File: config.mk
export PLATFORM = sky130hd
export DESIGN_NAME = timeout_rpt
export DESIGN_NICKNAME = d
export VERILOG_FILES = /design/src/rtl/timeout_rpt_pkg.sv /design/src/rtl/timeout_rpt_fifo.sv /design/src/rtl/timeout_rpt.sv
export SDC_FILE = /design/constraint.sdc
export NUM_CORES = 1
export LEC_CHECK = 0
export CAP_MARGIN = 20
export CORE_MARGIN = 2
export CORE_UTILIZATION = 40
export CTS_BUF_LIST = sky130_fd_sc_hd__clkbuf_8
export DETAILED_ROUTE_END_ITERATION = 10
export DONT_BUFFER_PORTS = 1
export SETUP_SLACK_MARGIN = 0.2
export SLEW_MARGIN = 20
export SYNTH_ARGS = -nofsm -noshare
export SYNTH_HDL_FRONTEND = slang
export SYNTH_HIERARCHICAL = 1
export SYNTH_SLANG_ARGS = --single-unit
File: constraint.sdc
create_clock -name clk -period 3.55 [get_ports clk]
set_clock_uncertainty 0.1 [all_clocks]
set_input_delay 0.5325 -clock clk [delete_from_list [all_inputs] [get_ports clk]]
set_output_delay 0.5325 -clock clk [all_outputs]
set_load 0.1 [all_outputs]
File: src/rtl/timeout_rpt_pkg.sv
// Shared types for the timeout event reporter: table geometry, the buffered
// row entry, the scan FSM states and the lowest-set-bit encoder.
package timeout_rpt_pkg;

  localparam int NCOL  = 16;
  localparam int NROW  = 16;
  localparam int ROW_W = $clog2(NROW);
  localparam int COL_W = $clog2(NCOL);

  typedef struct packed {
    logic [ROW_W-1:0] row;
    logic [NCOL-1:0]  mrk;
  } rpt_ent_t;

  typedef enum logic {
    IDLE = 1'b0,
    SCAN = 1'b1
  } rpt_st_e;

  // Index of the lowest set bit; 0 for an all-zero vector.
  function automatic logic [COL_W-1:0] lsb_enc(input logic [NCOL-1:0] v);
    lsb_enc = '0;
    for (int i = NCOL - 1; i >= 0; i--)
      if (v[i]) lsb_enc = COL_W'(i);
  endfunction

endpackage

File: src/rtl/timeout_rpt_fifo.sv
// DEPTH-entry capture FIFO of row/mark entries. Head is combinational from
// storage; push is ignored when full and pop when empty.
module timeout_rpt_fifo
  import timeout_rpt_pkg::*;
#(
  parameter int DEPTH = 2
) (
  input  logic     clk,
  input  logic     rst_n,
  input  logic     push,
  input  rpt_ent_t din,
  input  logic     pop,
  output rpt_ent_t head,
  output logic     full,
  output logic     empty
);

  localparam int PW = (DEPTH > 1) ? $clog2(DEPTH) : 1;
  localparam int CW = $clog2(DEPTH + 1);

  rpt_ent_t        mem [DEPTH];
  logic [PW-1:0]   wr_ptr, rd_ptr;
  logic [CW-1:0]   cnt;
  logic            do_push, do_pop;

  assign full    = (cnt == CW'(DEPTH));
  assign empty   = (cnt == '0);
  assign head    = mem[rd_ptr];
  assign do_push = push && !full;
  assign do_pop  = pop && !empty;

  // Pointer wrap that works for non-power-of-two depths.
  function automatic logic [PW-1:0] ptr_inc(input logic [PW-1:0] p);
    ptr_inc = (p == PW'(DEPTH - 1)) ? '0 : p + 1'b1;
  endfunction

  // Storage, pointers and occupancy; push and pop may both happen in one edge.
  always_ff @(posedge clk or negedge rst_n) begin
    if (!rst_n) begin
      for (int i = 0; i < DEPTH; i++) mem[i] <= '0;
      wr_ptr <= '0;
      rd_ptr <= '0;
      cnt    <= '0;
    end else begin
      if (do_push) begin
        mem[wr_ptr] <= din;
        wr_ptr      <= ptr_inc(wr_ptr);
      end
      if (do_pop) rd_ptr <= ptr_inc(rd_ptr);
      case ({do_push, do_pop})
        2'b10:   cnt <= cnt + 1'b1;
        2'b01:   cnt <= cnt - 1'b1;
        default: cnt <= cnt;
      endcase
    end
  end

endmodule

File: src/rtl/timeout_rpt.sv
// Timeout event reporter: buffers nonzero row mark vectors and serializes each
// set bit into a (row, col) event, ascending column order, one per cycle.
// Optional event counter (evt_cnt, cnt_clr) enabled by TIMEOUT_RPT_CNT_EN.
module timeout_rpt
  import timeout_rpt_pkg::*;
#(
  parameter int DEPTH = 2
) (
  input  logic             clk,
  input  logic             rst_n,
  input  logic             chk_vld,
  output logic             chk_rdy,
  input  logic [ROW_W-1:0] chk_row,
  input  logic [NCOL-1:0]  chk_mrk,
  output logic             evt_vld,
  input  logic             evt_rdy,
  output logic [ROW_W-1:0] evt_row,
  output logic [COL_W-1:0] evt_col,
  output logic             evt_last,
  output logic             busy
`ifdef TIMEOUT_RPT_CNT_EN
  ,
  input  logic             cnt_clr,
  output logic [15:0]      evt_cnt
`endif
);

  rpt_st_e          st, st_nxt;
  rpt_ent_t         head, din;
  logic             full, empty, push, pop, evt_hs, one_bit;
  logic [ROW_W-1:0] work_row;
  logic [NCOL-1:0]  work_mrk;

  // All-zero vectors complete the handshake but are never buffered.
  assign chk_rdy = !full;
  assign push    = chk_vld && chk_rdy && (chk_mrk != '0);
  assign din     = '{row: chk_row, mrk: chk_mrk};

  timeout_rpt_fifo #(.DEPTH(DEPTH)) u_fifo (
    .clk   (clk),
    .rst_n (rst_n),
    .push  (push),
    .din   (din),
    .pop   (pop),
    .head  (head),
    .full  (full),
    .empty (empty)
  );

  // work_mrk is never zero in SCAN, so v & (v-1) == 0 means exactly one bit.
  assign one_bit  = ((work_mrk & (work_mrk - 1'b1)) == '0);
  assign evt_vld  = (st == SCAN);
  assign evt_row  = evt_vld ? work_row : '0;
  assign evt_col  = evt_vld ? lsb_enc(work_mrk) : '0;
  assign evt_last = evt_vld && one_bit;
  assign evt_hs   = evt_vld && evt_rdy;
  assign busy     = !empty || evt_vld;

  // State register.
  always_ff @(posedge clk or negedge rst_n) begin
    if (!rst_n) st <= IDLE;
    else        st <= st_nxt;
  end

  // Next state and pop; the last event of a row pops the next row in the same
  // edge so consecutive rows stream without a bubble.
  always_comb begin
    st_nxt = st;
    pop    = 1'b0;
    case (st)
      IDLE: if (!empty) begin
        pop    = 1'b1;
        st_nxt = SCAN;
      end
      SCAN: if (evt_hs && evt_last) begin
        if (!empty) pop = 1'b1;
        else        st_nxt = IDLE;
      end
      default: st_nxt = IDLE;
    endcase
  end

  // Work row: load on pop, otherwise strip the reported (lowest) bit.
  always_ff @(posedge clk or negedge rst_n) begin
    if (!rst_n) begin
      work_row <= '0;
      work_mrk <= '0;
    end else if (pop) begin
      work_row <= head.row;
      work_mrk <= head.mrk;
    end else if (evt_hs) begin
      work_mrk <= work_mrk & (work_mrk - 1'b1);
    end
  end

`ifdef TIMEOUT_RPT_CNT_EN
  // Saturating event counter; clear wins over increment.
  always_ff @(posedge clk or negedge rst_n) begin
    if (!rst_n)                            evt_cnt <= '0;
    else if (cnt_clr)                      evt_cnt <= '0;
    else if (evt_hs && evt_cnt != 16'hFFFF) evt_cnt <= evt_cnt + 16'd1;
  end
`endif

endmodule

==> impl_results.md <==
* CTS Buffer Depth at 2
* I/O pins at 36
* Crit end category: primary output
* Via-to-Cell Ratio at 5.725
* Die span in y at 103.4 um
* Root buf cell: clkbuf_8
* Register area share after synthesis at 41.14%
* Cts bufs inserted at 9
* Post-synth net total at 379
* Most common cell after layout, fill and taps aside: dfrtp_1
* Row count at 36
* Initial Util at 40.83%
* CP max FO at 4
* Post-synthesis async set-or-reset flop share at 100.0%
* DPL Wire Length at 5954 um
* Top cell type's share of synthesized area at between 40% and 50%
* Post-Synthesis Cells at 354
* TritonCTS clock tree: yes
* Multi-input logic area at 2192 um^2
* Fill count at 913
* Initial DRC count at 282
* Least-Margin Pin Slew at 0.5726 ns
* Vias in the first global route at between 2000 and 3000
* First-pass GRT wire length at 14480 um
* Largest net degree at the start of global routing at 66
* VDD IR-drop max at 0.4873 mV
* CP Launch Type: flip-flop
* Top cells by area, synth: dfrtp_1 (41%), mux2_2 (11%), mux2_4 (7.6%)
* Synth warn at 6
* Via count at 2868
* Max Clk Rate at 318.3 MHz
* Most frequent cells in the layout: dfrtp_1 (64), mux2_2 (40), nand2_1 (24), buf_4 (20), mux2_4 (20)
* Post-synthesis cell type count at between 60 and 70
* GRT Residual Overflow at 0
* Inserted Diodes at 0
* Number of remaining DRC errors at 0
* Syn avg cell area at about 11 um^2
* Total Power at 0.003160 W
* Req. time, crit path at 2.92 ns
* Main synth FF type: dfrtp_1
* Layout cells sized above 1 at between 30% and 40%
* Setup-failing EPs final at 0
* Port Buf Inserts at 0
* Post-CTS Setup Bufs at 0
* Total core area at about 9700 um^2
* Post-DRT Antenna Nets at 0
* P_leak at 1.738 nW
* Clk sink count at 65
* Total routed wirelength at between 8000 and 9000 um
* Die width at slightly above 100 um
* Tmin final at 3.141 ns
* Area of the die at around 11000 um^2
* Setup tns final at 0 ns
* Slew Limit Fails at 0
* Post-synthesis cell type with the largest combined area: dfrtp_1
* GRT Overall Usage at roughly 18%
* Clock Pin Slew Worst Setup and Hold Paths at 0.07 ns
* Max Cap Viol at 0
* Initial antenna violation count at 0
* Layout area overhead at 12.28%
* RSZ-0062 raised after global routing: no
* Period Utilization, post-route at 88.49%
* Synth Cell Area at roughly 4000 um^2
* Register area at 1628 um^2
* Finished Cell Area at roughly 4400 um^2
* Max transition margin at 61.47%
* Final Net Count at ~390
* Crit path arrival time at 2.51 ns
* Clock Latency Late Sink at 0.35 ns
* EDFF count, synth at 0
* Final hold violations at 0
* Hold Crit Class: primary input to flip-flop
* DR WL/cell at 17.67 um
* Class of the most critical setup path: flip-flop to primary output
* #FFs+latches synth at 65
* RD Place Congestion at 0.7796
* Pwr Density at 711.8 nW/um^2
* Outcome: complete, no violations
* H-tree depth at 3
* Drt pass-1 iters at 6
* Placement Cell Area at ~4200 um^2
[timing repair]
action | 4_1_cts | 5_1_grt
pin swaps | 0 | 1
hold endpoints to repair | 65 | 0
endpoints found under the setup margin | 1 | 1
gates resized for setup | 1 | 0
hold buffers | 2 | 0
[cell type report]
cell class	count	share of cell area [%]
multi-input cells	257	49.38
flip-flops and latches	65	36.67
repair buffers	24	5.299
clock buffers	13	4.030
well taps	133	3.749
inverters	6	0.5637
clock inverters	3	0.3100
[state kept, by name, indices dropped and copies added (netlist names)]
signal	count
u_fifo/mem	40
work_mrk	16
work_row	4
u_fifo/cnt	2
evt_vld	1
u_fifo/rd_ptr	1
u_fifo/wr_ptr	1
[kinds of logic after synthesis]
| group | Yosys count | synth area share (%) |
|---|---|---|
| multiplexers | 69 | 21.27 |
| flip-flops | 65 | 41.14 |
| buffers and inverters | 32 | 4.462 |
| AO/OA/AOI/OAI | 68 | 13.04 |
| XOR/XNOR | 5 | 1.108 |
| AND/OR/NAND/NOR | 112 | 18.13 |
| adder cells (fa/ha/maj) | 3 | 0.8544 |
[stage by stage]
| stage | instances | hold WS [ns] | setup slack, ns | util, % |
|---|---|---|---|---|
| floorplan | 354 | 0.1369 | 0.2866 | - |
| global placement | 483 | 0.1392 | 0.5450 | 43.37 |
| detailed placement | 483 | 0.1392 | 0.4504 | 43.37 |
| CTS | 501 | 0.2006 | 0.3103 | 45.84 |
| global route | 501 | 0.2087 | 0.2446 | 45.84 |
| finish | 501 | 0.2204 | 0.4085 | 45.84 |
[path summary, 6_finish.rpt]
kind	startpoint	end	cells past startpoint	slack [ns]
setup / recovery	work_mrk[11]	evt_last	6	0.41
hold / removal	chk_row[1]	u_fifo/mem[37]	1	0.22
setup reg to reg	work_mrk[2]	u_fifo/cnt[1]	10	0.51
hold reg to reg	u_fifo/mem[11]	u_fifo/mem[11]	1	0.40
max in group asynchronous	rst_n	evt_vld	2	2.45
min in group asynchronous	rst_n	work_row[1]	2	0.60
[synth_stat cells, types with 4 or more instances]
master	n
a21boi_0	4
a21oi_1	9
a221o_1	4
a222oi_1	8
and2_1	9
buf_2	4
buf_6	6
clkbuf_1	15
dfrtp_1	65
inv_1	5
mux2_2	40
mux2_4	20
mux2i_1	9
nand2_1	24
nand2b_1	4
nand3_1	10
nand4b_1	4
nor2_1	12
nor3b_1	13
nor4_1	5
o21a_1	5
o21ai_0	6
o21ai_1	4
or3_1	4
[power by group]
part	leakage, nW	switching (W)	internal, W
clock network	0.107	0.000278	0.000325
registers	0.713	0.000198	0.00101
logic	0.919	0.000633	0.000713
total	1.74	0.00111	0.00205
[metal layers]
layer | up-vias | wire length [um] | track usage [%]
met5 | - | 0 | 0
met2 | 68 | 4072 | 26.00
li1 | 1351 | - | -
met1 | 1437 | 4218 | 25.04
met3 | 12 | 428 | 3.898
met4 | 0 | 134 | 7.287
[critical path, cell delays in order, from the launching register on]
cell and delay, ns:
dfrtp_1 0.45, nor4_4 0.43, nand4_2 0.14, maj3_2 0.35, nor4_4 0.37, and2_2 0.24, buf_12 0.17
No activity file was read; power rests on OpenSTA's default activity.
==> edit 1, RTL diff (same flow settings) <==
The option `TIMEOUT_RPT_CNT_EN` is turned on by a define.
--- a/src/rtl/timeout_rpt.sv
+++ b/src/rtl/timeout_rpt.sv
@@ -1,6 +1,8 @@
 // Timeout event reporter: buffers nonzero row mark vectors and serializes each
 // set bit into a (row, col) event, ascending column order, one per cycle.
 // Optional event counter (evt_cnt, cnt_clr) enabled by TIMEOUT_RPT_CNT_EN.
+`define TIMEOUT_RPT_CNT_EN
+
 module timeout_rpt
   import timeout_rpt_pkg::*;
 #(
Ports: changed (added cnt_clr and evt_cnt); port bits go from 36 to 53. The function was not compared with the original's and may differ.
==> edit 1 against the original RTL <==
Sequential cell count increased by 16; cell area is 9.3% higher; total power rose by 55%; count of clock-buffer cells in the layout down 3; setup slack worse by 24 ps; sequential power is 31% higher; core utilization increased by 0.96 points; area after synthesis rose by 8.4%; fmax down 0.76%; wire length decreased by 2.7%; critical endpoint is now u_fifo/cnt[1]; largest power group unchanged.
==> edit 1: results (changes against the original RTL) <==
stage	metric	value	unit	change
synth	netlist_top_cells_count	dfrtp_1 (81), mux2_2 (41), mux2_4 (32)		
drt	via_per_inst	5.25		-8.2%
synth	yosysSeqAreaShare	47.3	%	+6.2 points
clock_tree	cts_resized	0		-1
final_layout	nFillCells	990		+8.4%
final_layout	layout-drive-gt1-share	35.8	%	+3.7 points
setup_path	path_max_fanout	8		+4
clock_tree	clockRootBuffer	clkbuf_8		
clock_tree	cts.path.max_buffers	2		unchanged
min_path	hp-class	in2reg		
setup_path	worstSetupPathType	reg2reg		
power	p_leak	2.21	nW	+27%
final_layout	final_nets	408		+5.2%
setup_path	rr_worst_depth	10		unchanged
placement	gp_congestion	0.836		+7.3%
final_layout	antenna_cells	0		unchanged
sta	fin_crit	3170	ps	+24.0 ps
run_status	status	complete, no violations		
min_path	worstHoldStart	cnt_clr		
synth	synthDistinctLibCells	57		-14%
synth	synth_nets	381		+0.53%
global_routing	antenna_found_initial	0		unchanged
setup_path	worstPathArrival	3330	ps	+820 ps
clock_tree	h-tree-depth	3		unchanged
synth	synthFlopType	dfrtp_1		
global_routing	grt_max_degree	82		+24%
sta	worst_pin_slew	948	ps	+375 ps
setup_path	reg2reg_to	u_fifo/cnt[1]		
synth	yosys-top-cells-area	dfrtp_1 (47%), mux2_4 (11%), mux2_2 (11%)		
global_routing	grt_first_pass_wirelength	14100	µm	-2.3%
power	p_sw_share	43.5	%	+8.4 points
clock_tree	numCtsBuffers	9		unchanged
placement	hpwl	5870	µm	-1.3%
drt	wirelength	8620	µm	-2.7%
global_routing	grt_usage	15.8	%	-1.9 points
synth	ys_async_sr_fraction	100	%	unchanged
drt	drt_iter0_drc	114		-60%
drt	drtPass1Iterations	4		-2
setup_path	r2r_slack	380	ps	-130 ps
setup_path	critPathLaunch	work_mrk[1]		
clock_tree	insertion_delay	360	ps	
power	peakVddDrop	780	µV	+60%
global_routing	first_global_vias	2712		-2.7%
clock_tree	post_cts_buffers	0		unchanged
clock_tree	clkTransAtPathRegs	80	ps	
synth	ys_warn_count	6		unchanged
min_path	holdPathStages	1		unchanged
min_path	hold_end	evt_cnt[3]		
final_layout	reg.largest.list	u_fifo/mem (40), evt_cnt (16), work_mrk (16)		
-- edit 1: kinds of logic (layout without fill, tap and decap cells) --
group | count (synthesis) | in the layout | synth area share [%]
compound gates | 43 | 43 | 7.36
xor+xnor | 19 | 19 | 3.88
fa+ha+maj | 4 | 4 | 1.05
buf+inv | 34 | 66 | 4.50
flops | 81 | 81 | 47.3
mux | 79 | 79 | 23.4
simple gates | 94 | 94 | 12.5
-- edit 1: power groups by stage --
stage,Combinational (mW),Sequential [mW],Clock [mW]
6_report,2.62,1.59,0.694
5_1_grt,2.80,1.65,0.751
4_1_cts,2.60,1.59,0.716
3_5_place_dp,2.56,1.60,0
3_3_place_gp,2.54,1.59,0
2_1_floorplan,2.23,1.51,0
-- edit 1: stage by stage --
step	util (%)	std cells	hold WS, ps	area [µm²]
2_1_floorplan	-	354	137	4300
6_report	46.8	522	133	4850
4_1_cts	46.5	521	114	4820
5_1_grt	46.8	522	114	4850
3_5_place_dp	44.2	503	144	4580
3_3_place_gp	44.2	503	140	4580
-- edit 1: layout make-up --
type	instances	share of cell area, %
clock buffers	10	2.84
clock inverters	6	1.34
inverters	15	1.21
multi-input cells	239	43.5
flip-flops and latches	81	41.8
well taps	136	3.51
repair buffers	35	5.88
-- edit 1: critical path, stage by stage, from the launching register on --
cell	delay, ps
dfrtp_1	490
or4_4	620
o32ai_2	290
o2111ai_2	220
o41ai_4	440
nand2b_2	100
inv_1	50
nor2b_1	190
ha_1	280
nor2_1	140
xor2_1	170
-- edit 1: routing by layer --
layer	part of all wire, %	global-route usage, %	up-vias
li1	-	-	1323
met1	49	22.3	1343
met2	45	23.2	68
met3	5.3	4.84	8
met4	1.0	4.67	0
met5	0	0	-
==> edit 2, RTL diff (config.mk and constraints unchanged) <==
Without the edit above. `DEPTH` is set to 2 in 2 places; all go to 4.
--- a/src/rtl/timeout_rpt_fifo.sv
+++ b/src/rtl/timeout_rpt_fifo.sv
@@ -3,7 +3,7 @@
 module timeout_rpt_fifo
   import timeout_rpt_pkg::*;
 #(
-  parameter int DEPTH = 2
+  parameter int DEPTH = 4
 ) (
   input  logic     clk,
   input  logic     rst_n,
--- a/src/rtl/timeout_rpt.sv
+++ b/src/rtl/timeout_rpt.sv
@@ -4,7 +4,7 @@
 module timeout_rpt
   import timeout_rpt_pkg::*;
 #(
-  parameter int DEPTH = 2
+  parameter int DEPTH = 4
 ) (
   input  logic             clk,
   input  logic             rst_n,
Function: changed (Yosys sat finds a counterexample within 4 cycles, from zero or initial values and one cycle with rst_n low).
==> edit 2 against the original RTL <==
The run now ends with hold timing left; wire length increased by 47%; sequential power increased by 74%; largest cell class unchanged; combinational power increased by 85%; setup slack got worse by 130 ps; count of clock-buffer cells in the layout decreased by 3; sequential cell count increased by 43; area after synthesis increased by 48%; via count increased by 36%; total power increased by 71%; cell area increased by 48%; register-to-register slack got worse by 230 ps; synthesized cell count increased by 31%.
==> edit 2: results (changes against the original RTL) <==
stage	metric	value	unit	change
clock_tree	post_cts_buffers	3		+3
drt	via_per_inst	5.79		+1.1%
global_routing	grt_max_degree	109		+65%
synth	synth_nets	496		+31%
drt	wirelength	13100	µm	+47%
clock_tree	insertion_delay	390	ps	+40 ps
sta	maxSlewHeadroom	57.6	%	-3.9 points
setup_path	path_max_fanout	6		+2
synth	synthXorXnorAreaFrac	0.450	%	-0.66 points
run_status	status	finished with violations		
clock_tree	numCtsBuffers	9		unchanged
global_routing	first_global_vias	3941		+41%
synth	avgSynthCellArea	12.6	µm²	+12%
final_layout	layout-drive-gt1-share	39.0	%	+7.0 points
final_layout	nFillCells	1327		+45%
final_layout	final_nets	518		+34%
synth	yosysSeqAreaShare	46.3	%	+5.1 points
run_status	violations	hold timing		
sta	whs	-20.2	ps	-241 ps
clock_tree	cts_hold_buf	1		-1
drt	drtPass1Iterations	5		-1
placement	gp_congestion	0.786		+0.80%
synth	netlist_top_cells_count	dfrtp_1 (108), mux2_2 (84), nand2_1 (27)		
drt	drt_iter0_drc	273		-3.2%
clock_tree	cts_resized	4		+3
global_routing	grt_first_pass_wirelength	21600	µm	+49%
drt	wire_per_inst	19.3	µm	+9.3%
placement	hpwl	8880	µm	+49%
sta	hold_viol	24		+24
global_routing	grt_usage	17.4	%	-0.24 points
power	p_leak	2.65	nW	+52%
clock_tree	clkTransAtPathRegs	100	ps	+30 ps
synth	yosys-top-cells-area	dfrtp_1 (46%), mux2_2 (16%), mux4_2 (7.7%)		
synth	synth_compound_area_share	8.82	%	-4.2 points
placement	pre_cts_ws	257	ps	-194 ps
synth	synthDistinctLibCells	64		-3.0%
placement	place_area	6190	µm²	+47%
synth	synth_adder_area_share	1.99	%	+1.1 points
placement	dp_cells	647		+34%
synth	muxShareOfSynthArea	25.6	%	+4.3 points
setup_path	worstPathArrival	3480	ps	+970 ps
final_layout	reg.largest.list	u_fifo/mem (80), work_mrk (16), work_row (4)		
power	peakVddDrop	524	µV	+7.4%
min_path	hp-class	in2async		
[edit 2: kinds of logic after synthesis]
group	count (synthesis)
AOI/OAI and AO/OA	68
xor gates and xnor gates	3
adders and majority gates	9
buffers and inverters	43
DFF	108
muxes	114
and+or+nand+nor	120
[edit 2: path summary, 6_finish.rpt]
path | startpoint | to | slack [ps] | depth (start not counted)
max in group asynchronous | rst_n | work_mrk[1] | 2930 | 1
max reg2reg | work_mrk[2] | u_fifo/cnt[2] | 280 | 17
max | work_mrk[2] | u_fifo/cnt[2] | 280 | 17
min in group clk | chk_mrk[3] | u_fifo/mem[3] | 190 | 1
min reg2reg | u_fifo/mem[20] | u_fifo/mem[20] | 410 | 1
min | rst_n | u_fifo/mem[52] | -20 | 1
[edit 2: final cells by class]
class	instances	area (µm²)	area share (%)
Tap cell	184	230	3.51
Inverter	11	41.3	0.629
Clock buffer	10	138	2.10
Multi-Input combinational cell	314	2960	45.1
Clock inverter	6	71.3	1.09
Sequential cell	108	2710	41.3
Timing Repair Buffer	43	413	6.29
[edit 2: power breakdown]
part | switching (mW) | leakage [nW] | internal, mW
clock network | 0.438 | 0.0995 | 0.352
registers | 0.348 | 1.27 | 1.76
logic | 1.20 | 1.27 | 1.30
[edit 2: worst max-delay path, cell delays in order (launching register included)]
cell	delay [ps]
dfrtp_1	400
buf_4	170
nor4_4	280
buf_4	190
a31o_2	160
nand3_1	110
nor4_4	250
buf_4	190
nand2_4	60
a21oi_2	130
nand2b_1	100
inv_1	80
ha_2	190
inv_2	40
fa_2	330
xor2_1	150
nor2_1	110
xor2_1	160
[edit 2: layer usage]
metal / routed length (µm) / global-route usage [%]
met1: 6170 / 25.0
met2: 6150 / 26.8
met3: 608 / 3.99
met4: 117 / 4.44
met5: 0 / 0
